$ cat config.mk
export PLATFORM = sky130hd
export DESIGN_NAME = fp_round_pack
export DESIGN_NICKNAME = d
export VERILOG_FILES = /design/src/rtl/fp_round_pack.sv
export SDC_FILE = /design/constraint.sdc
export NUM_CORES = 1
export LEC_CHECK = 0
export ABC_CLOCK_PERIOD_IN_PS = 28100
export BUFFER_PORTS_ARGS = -buffer_cell sky130_fd_sc_hd__buf_4
export CAP_MARGIN = 10
export CORE_MARGIN = 5
export CORE_UTILIZATION = 50
export CTS_CLUSTER_SIZE = 14
export DETAILED_ROUTE_END_ITERATION = 7
export PLACE_DENSITY = 0.72
export SETUP_SLACK_MARGIN = 0.5
export SLEW_MARGIN = 5
export SYNTH_ARGS = -nofsm -noshare
export SYNTH_HDL_FRONTEND = slang
export SYNTH_SLANG_ARGS = --single-unit
$ cat constraint.sdc
create_clock -name clk -period 28.1 [get_ports clk]
set_input_delay 7.025 -clock clk [delete_from_list [all_inputs] [get_ports clk]]
set_output_delay 7.025 -clock clk [all_outputs]
set_load 0.05 [all_outputs]
$ cat src/rtl/fp_round_pack.sv
// Normalize, round and pack back end of the binary64 add/sub datapath (3-stage valid/ready pipe).
// Define FPU_ROUND_FTZ_EN to flush results that are denormal after rounding to signed zero.
module fp_round_pack (
  input  logic        clk,
  input  logic        rst,
  input  logic        in_valid,
  output logic        in_ready,
  input  logic [10:0] es,
  input  logic [56:0] fs,
  input  logic        ss,
  input  logic        zero,
  input  logic        inv,
  input  logic        infs,
  input  logic        nans,
  input  logic [52:0] nan,
  input  logic [1:0]  RM,
  output logic        out_valid,
  input  logic        out_ready,
  output logic [63:0] result,
  output logic        fl_ovf,
  output logic        fl_unf,
  output logic        fl_inx,
  output logic        fl_inv
);

  // Handshake: a beat moves on a rising edge when valid & ready are both high;
  // a stage loads when it is empty or its own beat leaves in the same cycle.
  logic v1_q, v2_q, v3_q, v1_d, v2_d, v3_d;
  logic ld1, ld2, ld3;

  logic [55:0] s1_m_q, s1_m_d;
  logic [12:0] s1_e_q, s1_e_d;
  logic        s1_ss_q, s1_ss_d;
  logic [1:0]  s1_rm_q, s1_rm_d;
  logic [3:0]  s1_spc_q, s1_spc_d;
  logic [50:0] s1_nan_q, s1_nan_d;

  logic [63:0] s2_res_q, s2_res_d;
  logic [2:0]  s2_flg_q, s2_flg_d;
  logic        s2_ss_q, s2_ss_d;
  logic [3:0]  s2_spc_q, s2_spc_d;
  logic [50:0] s2_nan_q, s2_nan_d;

  logic [63:0] s3_res_q, s3_res_d;
  logic [3:0]  s3_flg_q, s3_flg_d;

  logic unused_nan_hi;
  assign unused_nan_hi = ^nan[52:51];

  always_comb begin
    ld3      = v2_q & (~v3_q | out_ready);
    ld2      = v1_q & (~v2_q | ld3);
    in_ready = ~v1_q | ld2;
    ld1      = in_valid & in_ready;
    v1_d     = ld1 | (v1_q & ~ld2);
    v2_d     = ld2 | (v2_q & ~ld3);
    v3_d     = ld3 | (v3_q & ~out_ready);
  end

  // Stage 1: normalize. Left shift is capped so the exponent never drops below 1.
  logic [12:0] e_in, lz, shamt, n1_e;
  logic [55:0] n1_m;

  always_comb begin
    e_in  = (es == 11'd0) ? 13'd1 : {2'b00, es};
    lz    = 13'd56;
    for (int i = 0; i < 56; i++) begin
      if (fs[i]) lz = 13'(55 - i);
    end
    shamt = 13'd0;
    n1_m  = fs[55:0];
    n1_e  = e_in;
    if (fs[56]) begin
      n1_m = {fs[56:2], fs[1] | fs[0]};
      n1_e = e_in + 13'd1;
    end else if (fs[55:0] != 56'd0) begin
      shamt = (lz < e_in - 13'd1) ? lz : e_in - 13'd1;
      n1_m  = fs[55:0] << shamt;
      n1_e  = e_in - shamt;
    end
  end

  // Stage 2: round, detect overflow, assemble the finite/overflow encoding.
  logic        rnd_x, rnd_inc, rnd_ovf, rnd_inf, rnd_unf, rnd_inx;
  logic [53:0] rnd_sum;
  logic [52:0] rnd_sig;
  logic [12:0] rnd_e;
  logic [63:0] rnd_res;

  always_comb begin
    rnd_x = |s1_m_q[2:0];
    case (s1_rm_q)
      2'b00:   rnd_inc = s1_m_q[2] & (s1_m_q[1] | s1_m_q[0] | s1_m_q[3]);
      2'b01:   rnd_inc = 1'b0;
      2'b10:   rnd_inc = ~s1_ss_q & rnd_x;
      default: rnd_inc = s1_ss_q & rnd_x;
    endcase
    rnd_sum = {1'b0, s1_m_q[55:3]} + {53'd0, rnd_inc};
    rnd_sig = rnd_sum[52:0];
    rnd_e   = s1_e_q;
    if (rnd_sum[53]) begin
      rnd_sig = {1'b1, 52'd0};
      rnd_e   = s1_e_q + 13'd1;
    end
    rnd_ovf = (rnd_e >= 13'd2047);
    rnd_inf = (s1_rm_q == 2'b00) | ((s1_rm_q == 2'b10) & ~s1_ss_q) |
              ((s1_rm_q == 2'b11) & s1_ss_q);
    rnd_inx = rnd_x | rnd_ovf;
    rnd_unf = ~s1_m_q[55] & rnd_x;
    if (rnd_ovf) begin
      rnd_res = rnd_inf ? {s1_ss_q, 11'h7ff, 52'd0} : {s1_ss_q, 11'h7fe, {52{1'b1}}};
    end else begin
      rnd_res = {s1_ss_q, rnd_sig[52] ? rnd_e[10:0] : 11'd0, rnd_sig[51:0]};
    end
`ifdef FPU_ROUND_FTZ_EN
    if (!rnd_ovf && !rnd_sig[52] && (rnd_sig[51:0] != 52'd0)) begin
      rnd_res = {s1_ss_q, 63'd0};
      rnd_unf = 1'b1;
      rnd_inx = 1'b1;
    end
`endif
  end

  // Stage 3: special operands override the rounded value and clear its flags.
  logic [63:0] pk_res;
  logic [3:0]  pk_flg;

  always_comb begin
    pk_res = s2_res_q;
    pk_flg = {s2_flg_q, 1'b0};
    if (s2_spc_q[3]) begin
      pk_res = {1'b0, 11'h7ff, 1'b1, s2_nan_q};
      pk_flg = 4'b0000;
    end else if (s2_spc_q[2]) begin
      pk_res = 64'h7ff8_0000_0000_0000;
      pk_flg = 4'b0001;
    end else if (s2_spc_q[1]) begin
      pk_res = {s2_ss_q, 11'h7ff, 52'd0};
      pk_flg = 4'b0000;
    end else if (s2_spc_q[0]) begin
      pk_res = {s2_ss_q, 63'd0};
      pk_flg = 4'b0000;
    end
  end

  always_comb begin
    s1_m_d   = s1_m_q;
    s1_e_d   = s1_e_q;
    s1_ss_d  = s1_ss_q;
    s1_rm_d  = s1_rm_q;
    s1_spc_d = s1_spc_q;
    s1_nan_d = s1_nan_q;
    s2_res_d = s2_res_q;
    s2_flg_d = s2_flg_q;
    s2_ss_d  = s2_ss_q;
    s2_spc_d = s2_spc_q;
    s2_nan_d = s2_nan_q;
    s3_res_d = s3_res_q;
    s3_flg_d = s3_flg_q;
    if (ld1) begin
      s1_m_d   = n1_m;
      s1_e_d   = n1_e;
      s1_ss_d  = ss;
      s1_rm_d  = RM;
      s1_spc_d = {nans, inv, infs, zero};
      s1_nan_d = nan[50:0];
    end
    if (ld2) begin
      s2_res_d = rnd_res;
      s2_flg_d = {rnd_ovf, rnd_unf, rnd_inx};
      s2_ss_d  = s1_ss_q;
      s2_spc_d = s1_spc_q;
      s2_nan_d = s1_nan_q;
    end
    if (ld3) begin
      s3_res_d = pk_res;
      s3_flg_d = pk_flg;
    end
  end

  always_ff @(posedge clk or posedge rst) begin
    if (rst) begin
      v1_q     <= 1'b0;
      v2_q     <= 1'b0;
      v3_q     <= 1'b0;
      s1_m_q   <= '0;
      s1_e_q   <= '0;
      s1_ss_q  <= 1'b0;
      s1_rm_q  <= '0;
      s1_spc_q <= '0;
      s1_nan_q <= '0;
      s2_res_q <= '0;
      s2_flg_q <= '0;
      s2_ss_q  <= 1'b0;
      s2_spc_q <= '0;
      s2_nan_q <= '0;
      s3_res_q <= '0;
      s3_flg_q <= '0;
    end else begin
      v1_q     <= v1_d;
      v2_q     <= v2_d;
      v3_q     <= v3_d;
      s1_m_q   <= s1_m_d;
      s1_e_q   <= s1_e_d;
      s1_ss_q  <= s1_ss_d;
      s1_rm_q  <= s1_rm_d;
      s1_spc_q <= s1_spc_d;
      s1_nan_q <= s1_nan_d;
      s2_res_q <= s2_res_d;
      s2_flg_q <= s2_flg_d;
      s2_ss_q  <= s2_ss_d;
      s2_spc_q <= s2_spc_d;
      s2_nan_q <= s2_nan_d;
      s3_res_q <= s3_res_d;
      s3_flg_q <= s3_flg_d;
    end
  end

  assign out_valid = v3_q;
  assign result    = s3_res_q;
  assign fl_ovf    = s3_flg_q[3];
  assign fl_unf    = s3_flg_q[2];
  assign fl_inx    = s3_flg_q[1];
  assign fl_inv    = s3_flg_q[0];

endmodule

==> results.sh, run 1 <==
export IMPL_status="finished, final reports clean"
export IMPL_drive_gt1_share_pct=13.87
export IMPL_skew_ps=14.05
export IMPL_antenna_found_initial=0
export IMPL_fin_tns_setup_ps=0
export IMPL_path_common_cell="buf_4"
export IMPL_layout_common_cells="nand2_1, dfrtp_1, buf_4"
export IMPL_crit_path_end_kind="output pin"
export IMPL_worstSetupStartpointType="input pin"
export IMPL_vias_per_cell=6.434
export IMPL_post_place_ws_ps=13180
export IMPL_final_common_cell="nand2_1"
export IMPL_crit_chain="buf_4 -> nor2b_1 -> nand3_1 -> buf_4"
export IMPL_fmax_mhz=66.95
export IMPL_path_buf_inv=2
export IMPL_peakVddDrop_mv=0.03796
export IMPL_crit_type="input pin to output pin"
export IMPL_ant_nets=0
export IMPL_slew_violations=0
export IMPL_cp_arrival_ps=7910
export IMPL_cp_top_family="simple AND/OR/NAND/NOR gates"
export IMPL_synth_area_um2=20160
export IMPL_hp_class="flip-flop to flip-flop"
export IMPL_cts_sinks=320
export IMPL_hold_buffers=0
export IMPL_io_buffers=199
export IMPL_yosys_area_top_type_share_pct=39.73
export IMPL_die_h_um=210.8
export IMPL_placedCellCount=2925
export IMPL_clock_latency_ps=520
export IMPL_critical_path_slowest_cell="nand3_1"
export IMPL_netlist_instances=2367
export IMPL_worstPathRequired_ps=21080
export IMPL_syn_to_final_growth_pct=13.17
export IMPL_htreeDepth=2
export IMPL_period_share_pct=53.16
export IMPL_postCtsSetupBuffers=0
export IMPL_hold_violations=0
export IMPL_synthFlopType="dfrtp_1"
export IMPL_drcViolationCount=0
export IMPL_max_slew_worst_pin_slew_ps=1168
export IMPL_dieArea_um2=44430
export IMPL_whs_ps=467.5
export IMPL_nNetsFinal=2586
export IMPL_yosysUniqueCellTypes=90
export IMPL_cts_buffer_depth=3
export IMPL_fin_crit_ps=14940
export IMPL_grt_pass1_wl_mm=119.4
export IMPL_grt_pass1_vias=18770
export IMPL_ys_ff_latch=320
export IMPL_synth_area_leaders="dfrtp_1, nand2_1, mux2i_1"
export IMPL_clk_pin_slew_worst_paths_ps=60
export IMPL_setup_viol=0
export IMPL_wirelength_mm=79.46
export IMPL_slowest_delay_ps=300
export IMPL_rr_worst_depth=20
export IMPL_seqCellArea_um2=8008
export IMPL_place_gp_congestion=1.084
export IMPL_cts_tree="done"
export IMPL_synth_fp_nets=2516
export IMPL_start_util_pct=50.61
export IMPL_synth_edf_count=0
export IMPL_wire_per_inst_um=26.63
export IMPL_grt_max_degree=90
export IMPL_drt_pass1_iter_count=6
export IMPL_n_fill_cell=3528
export IMPL_via_count=19200
export IMPL_setup_ws_ps=13160
export IMPL_cts_root_buf="clkbuf_16"
export IMPL_yosysTopAreaCell="dfrtp_1"
export IMPL_p_leak_uw=0.01079
export IMPL_pin_count=202
export IMPL_rows=73
export IMPL_drv_cap=0
export IMPL_cts_resized_gates=0
export IMPL_finalNonFillerCells=2984
export IMPL_finalPower_uw=1637
export IMPL_synthArstFlopShare_pct=100.0
export IMPL_power_density_nw_per_um2=71.79
export IMPL_antenna_cells=0
export IMPL_yosysSeqAreaShare_pct=39.73
export IMPL_whs_path_depth=2
export IMPL_grtUsageTotal_pct=34.75
export IMPL_yosysWarnings=0
export IMPL_multi_input_comb_area_um2=11210
export IMPL_core_um2=39820
export IMPL_overflow=0
export IMPL_numCtsBuffers=34
export IMPL_rsz0062_at_grt="no"
export IMPL_critPathMaxFanout=4
export IMPL_avgSynthCellArea_um2=8.515
export IMPL_crit_cells=4
export IMPL_drtIter0Drc=2292
export IMPL_timing_slew_headroom_pct=21.86
export IMPL_die_width_um=210.8
export IMPL_hpwl_mm=56.38
[registers in the layout, indices dropped and copies added, names as in the netlist]
signal     cells
s1_ss_q        1
out_valid      1
s1_m_q        56
v2_q           1
v1_q           1
s1_nan_q      51
s1_rm_q        2
s2_res_q      64
result        64
s1_e_q        13
s2_nan_q      51
s2_spc_q       4
s3_flg_q       4
s1_spc_q       4
s2_flg_q       3
[synth_stat cells (40+ instances only)]
cell,instances
o21ai_0,52
nand2_1,524
o22a_1,58
clkbuf_1,120
a21oi_1,89
nor2_1,217
mux2i_1,156
nand3_1,71
buf_2,40
a221o_1,56
and3_1,78
dfrtp_1,320
[per-layer routing]
| layer | part of all wire, % | vias up | GRT usage [%] |
|---|---|---|---|
| met5 | 0 | - | 0 |
| met4 | 5.0 | 0 | 15.43 |
| met3 | 7.7 | 170 | 5.362 |
| met2 | 45 | 1017 | 54.47 |
| met1 | 42 | 9450 | 48.06 |
| li1 | - | 8563 | - |
[cell type report]
| cell class | count | area share [%] |
|---|---|---|
| clock buffers | 46 | 4.240 |
| clock inverters | 12 | 0.6363 |
| inverters | 30 | 0.5431 |
| multi-input cells | 1824 | 49.13 |
| flip-flops and latches | 320 | 35.11 |
| well taps | 525 | 2.880 |
| repair buffers | 227 | 7.460 |
[power by group]
part	total [uW]	leakage (uW)	switching (uW)	internal (uW)
combinational	528	0.00639	347	181
sequential	654	0.00385	90.3	564
clock	455	0.000549	186	269
[metrics by stage]
step	util, %	cell area (um2)
CTS	57.26	22800
finish	57.28	22810
global route	57.28	22810
detailed placement	54.47	21690
global placement	54.47	21690
floorplan	-	20160
[worst register-to-register path, cell delays in order, from the launching register on]
cell and delay [ps]:
dfrtp_1 430, nor2b_1 160, ha_1 260, nor2_1 100, nand2_1 60, nand2_1 80
ha_1 160, nand3_1 140, nor2_1 340, nand4_1 420, nor4_2 840, nand3_1 360
nand3_1 180, a21oi_1 80, a21oi_1 170, a21oi_2 40, buf_4 230, o41ai_4 820
buf_4 510, a21oi_1 150, nor2_1 120
[cells by family (layout without fill, tap and decap cells)]
group	Yosys count	after routing	synth area share [%]
AND/OR/NAND/NOR	1040	1040	22.79
AO/OA/AOI/OAI	504	504	18.36
flip-flops	320	320	39.73
buffers and inverters	223	315	4.892
multiplexers	189	189	9.920
XOR/XNOR	74	74	3.216
adder cells (fa/ha/maj)	17	17	1.093
[final timing paths]
kind                              start      endpoint  slack [ps]
setup / recovery              out_ready      in_ready       13160
hold / removal             s2_nan_q[32]  s2_nan_q[32]         470
setup reg to reg             s1_rm_q[1]  s2_res_q[51]       22390
hold reg to reg            s2_nan_q[32]  s2_nan_q[32]         470
max in group asynchronous           rst  s2_res_q[30]       18160
min in group asynchronous           rst   s1_nan_q[2]        6600
Note: power is estimated with default switching activity, not from simulation.
==> run 2, diff against run 1 <==
Settings changed: ABC_CLOCK_PERIOD_IN_PS 28100 to 15050.
Clock period 28.1 ns to 15.05 ns, I/O delays scaled along.
==> results.sh, run 2 (synthesis gave the netlist of run 1 again) <==
export IMPL_drive_gt1_share_pct=14.14
export IMPL_slowest_delay_ps=800
export IMPL_drtIter0Drc=2003
export IMPL_syn_to_final_growth_pct=13.48
export IMPL_drcViolationCount=0
export IMPL_fin_util_pct=57.44
export IMPL_rsz0062_at_grt="no"
export IMPL_path_common_cell="o21a_1"
export IMPL_period_share_pct=67.06
export IMPL_critical_path_slowest_cell="mux2i_1"
export IMPL_holdCritStartpoint="s1_nan_q[24]"
export IMPL_ant_nets=0
export IMPL_antenna_found_initial=1
export IMPL_worstSetupStartpointType="input pin"
export IMPL_grt_pass1_vias=18750
export IMPL_crit_path_end_kind="flip-flop"
export IMPL_fin_crit_ps=10090
export IMPL_cts_sinks=320
export IMPL_final_common_cell="nand2_1"
export IMPL_seqCellArea_um2=8008
export IMPL_hold_buffers=0
export IMPL_fmax_mhz=99.08
export IMPL_hp_class="flip-flop to flip-flop"
export IMPL_grt_pass1_wl_mm=118.8
export IMPL_status="finished, final reports clean"
export IMPL_worst_hold_path_endpoint="s2_nan_q[24]"
export IMPL_crit_type="input pin to flip-flop"
export IMPL_clock_latency_ps=530
export IMPL_start_util_pct=50.61
export IMPL_cts_buffer_depth=3
export IMPL_peakVddDrop_mv=0.07067
export IMPL_n_fill_cell=3554
export IMPL_clk_pin_slew_worst_paths_ps=60
export IMPL_hpwl_mm=56.08
export IMPL_fin_tns_setup_ps=0
export IMPL_grtUsageTotal_pct=34.41
export IMPL_p_leak_uw=0.01084
export IMPL_die_h_um=210.8
export IMPL_place_gp_congestion=1.059
export IMPL_whs_ps=465.3
export IMPL_r2r_setup_slack_ps=10140
export IMPL_drv_cap=0
export IMPL_cp_arrival_ps=10560
export IMPL_cts_tree="done"
export IMPL_cts_resized_gates=0
export IMPL_postCtsSetupBuffers=0
export IMPL_antenna_cells=0
export IMPL_via_count=19200
export IMPL_wire_per_inst_um=26.07
export IMPL_max_slew_worst_pin_slew_ps=1060
export IMPL_numCtsBuffers=34
export IMPL_setup_viol=0
export IMPL_die_width_um=210.8
export IMPL_timing_rr_start="s1_rm_q[1]"
export IMPL_io_buffers=199
export IMPL_nNetsFinal=2594
export IMPL_rr_worst_depth=20
export IMPL_rows=73
export IMPL_drt_pass1_iter_count=8
export IMPL_layout_common_cells="nand2_1, dfrtp_1, buf_4"
export IMPL_timing_slew_headroom_pct=29.34
export IMPL_overflow=0
export IMPL_critPathMaxFanout=47
export IMPL_finalPower_uw=3046
export IMPL_power_density_nw_per_um2=133.2
export IMPL_wirelength_mm=78.04
export IMPL_post_place_ws_ps=4537
export IMPL_hold_violations=0
export IMPL_worstPathRequired_ps=15510
export IMPL_cts_root_buf="clkbuf_16"
export IMPL_whs_path_depth=2
export IMPL_setup_ws_ps=4957
export IMPL_slew_violations=0
export IMPL_dieArea_um2=44430
export IMPL_vias_per_cell=6.412
export IMPL_htreeDepth=2
export IMPL_pin_count=202
export IMPL_r2r_end="s2_res_q[30]"
export IMPL_core_um2=39820
export IMPL_grt_max_degree=90
export IMPL_skew_ps=23.48
export IMPL_crit_chain="buf_4 -> nor4_4 -> a41oi_1 -> ha_1 -> xnor2_1 -> ha_1 -> o21a_1 -> o21a_1 -> o21ai_0 -> a21boi_2 -> o21a_1 -> a22o_4 -> inv_4 -> buf_4 -> mux2i_1 -> mux2i_1 -> mux2_2 -> o221ai_1 -> o311ai_1 -> a221o_1"
export IMPL_multi_input_comb_area_um2=11200
==> run 2: power by group <==
part	internal (uW)	switching (uW)	total, uW	leakage (uW)
combinational	340	644	984	0.00643
sequential	1050	164	1220	0.00385
clock	493	353	846	0.000555
total	1890	1160	3050	0.0108
==> run 2: layout make-up <==
class                   instances  area share, %
clock inverters                12         0.5798
inverters                      30         0.5415
clock buffers                  48          4.300
repair buffers                235          7.713
flip-flops and latches        320          35.01
well taps                     525          2.872
multi-input cells            1824          48.99
==> run 2: worst max-delay path, delay by kind of cell <==
| family | cells | cell delay (ps) |
|---|---|---|
| AO/OA/AOI/OAI | 10 | 2800 |
| XOR/XNOR | 1 | 230 |
| adder cells (fa/ha/maj) | 2 | 670 |
| buffers and inverters | 3 | 1170 |
| multiplexers | 3 | 1490 |
| AND/OR/NAND/NOR | 1 | 370 |
==> run 2: how the worst max path moves through the flow <==
stage / startpoint / end / slack (ps) / cells past startpoint
floorplan: rst / out_valid / 2430 / 1
detailed placement: es[5] / s1_m_q[15] / 4540 / 20
finish: es[5] / s1_m_q[47] / 4960 / 20
global placement: fs[16] / s1_m_q[47] / 4810 / 20
CTS: es[5] / s1_m_q[15] / 5070 / 20
global route: es[5] / s1_m_q[47] / 4780 / 20
==> run 2: layer usage <==
layer / track usage [%] / share of wire [%] / vias to the layer above
met2: 53.50 / 45 / 1007
met1: 47.85 / 41 / 9436
met5: 0 / 0 / -
li1: - / - / 8562
met4: 16.99 / 5.8 / 0
met3: 4.337 / 8.3 / 192
==> run 2: per-stage QoR <==
stage          cells  area, um2
5_1_grt         2994      22870
3_3_place_gp    2934      21760
2_1_floorplan   2367      20160
4_1_cts         2994      22870
6_report        2994      22870
3_5_place_dp    2934      21760
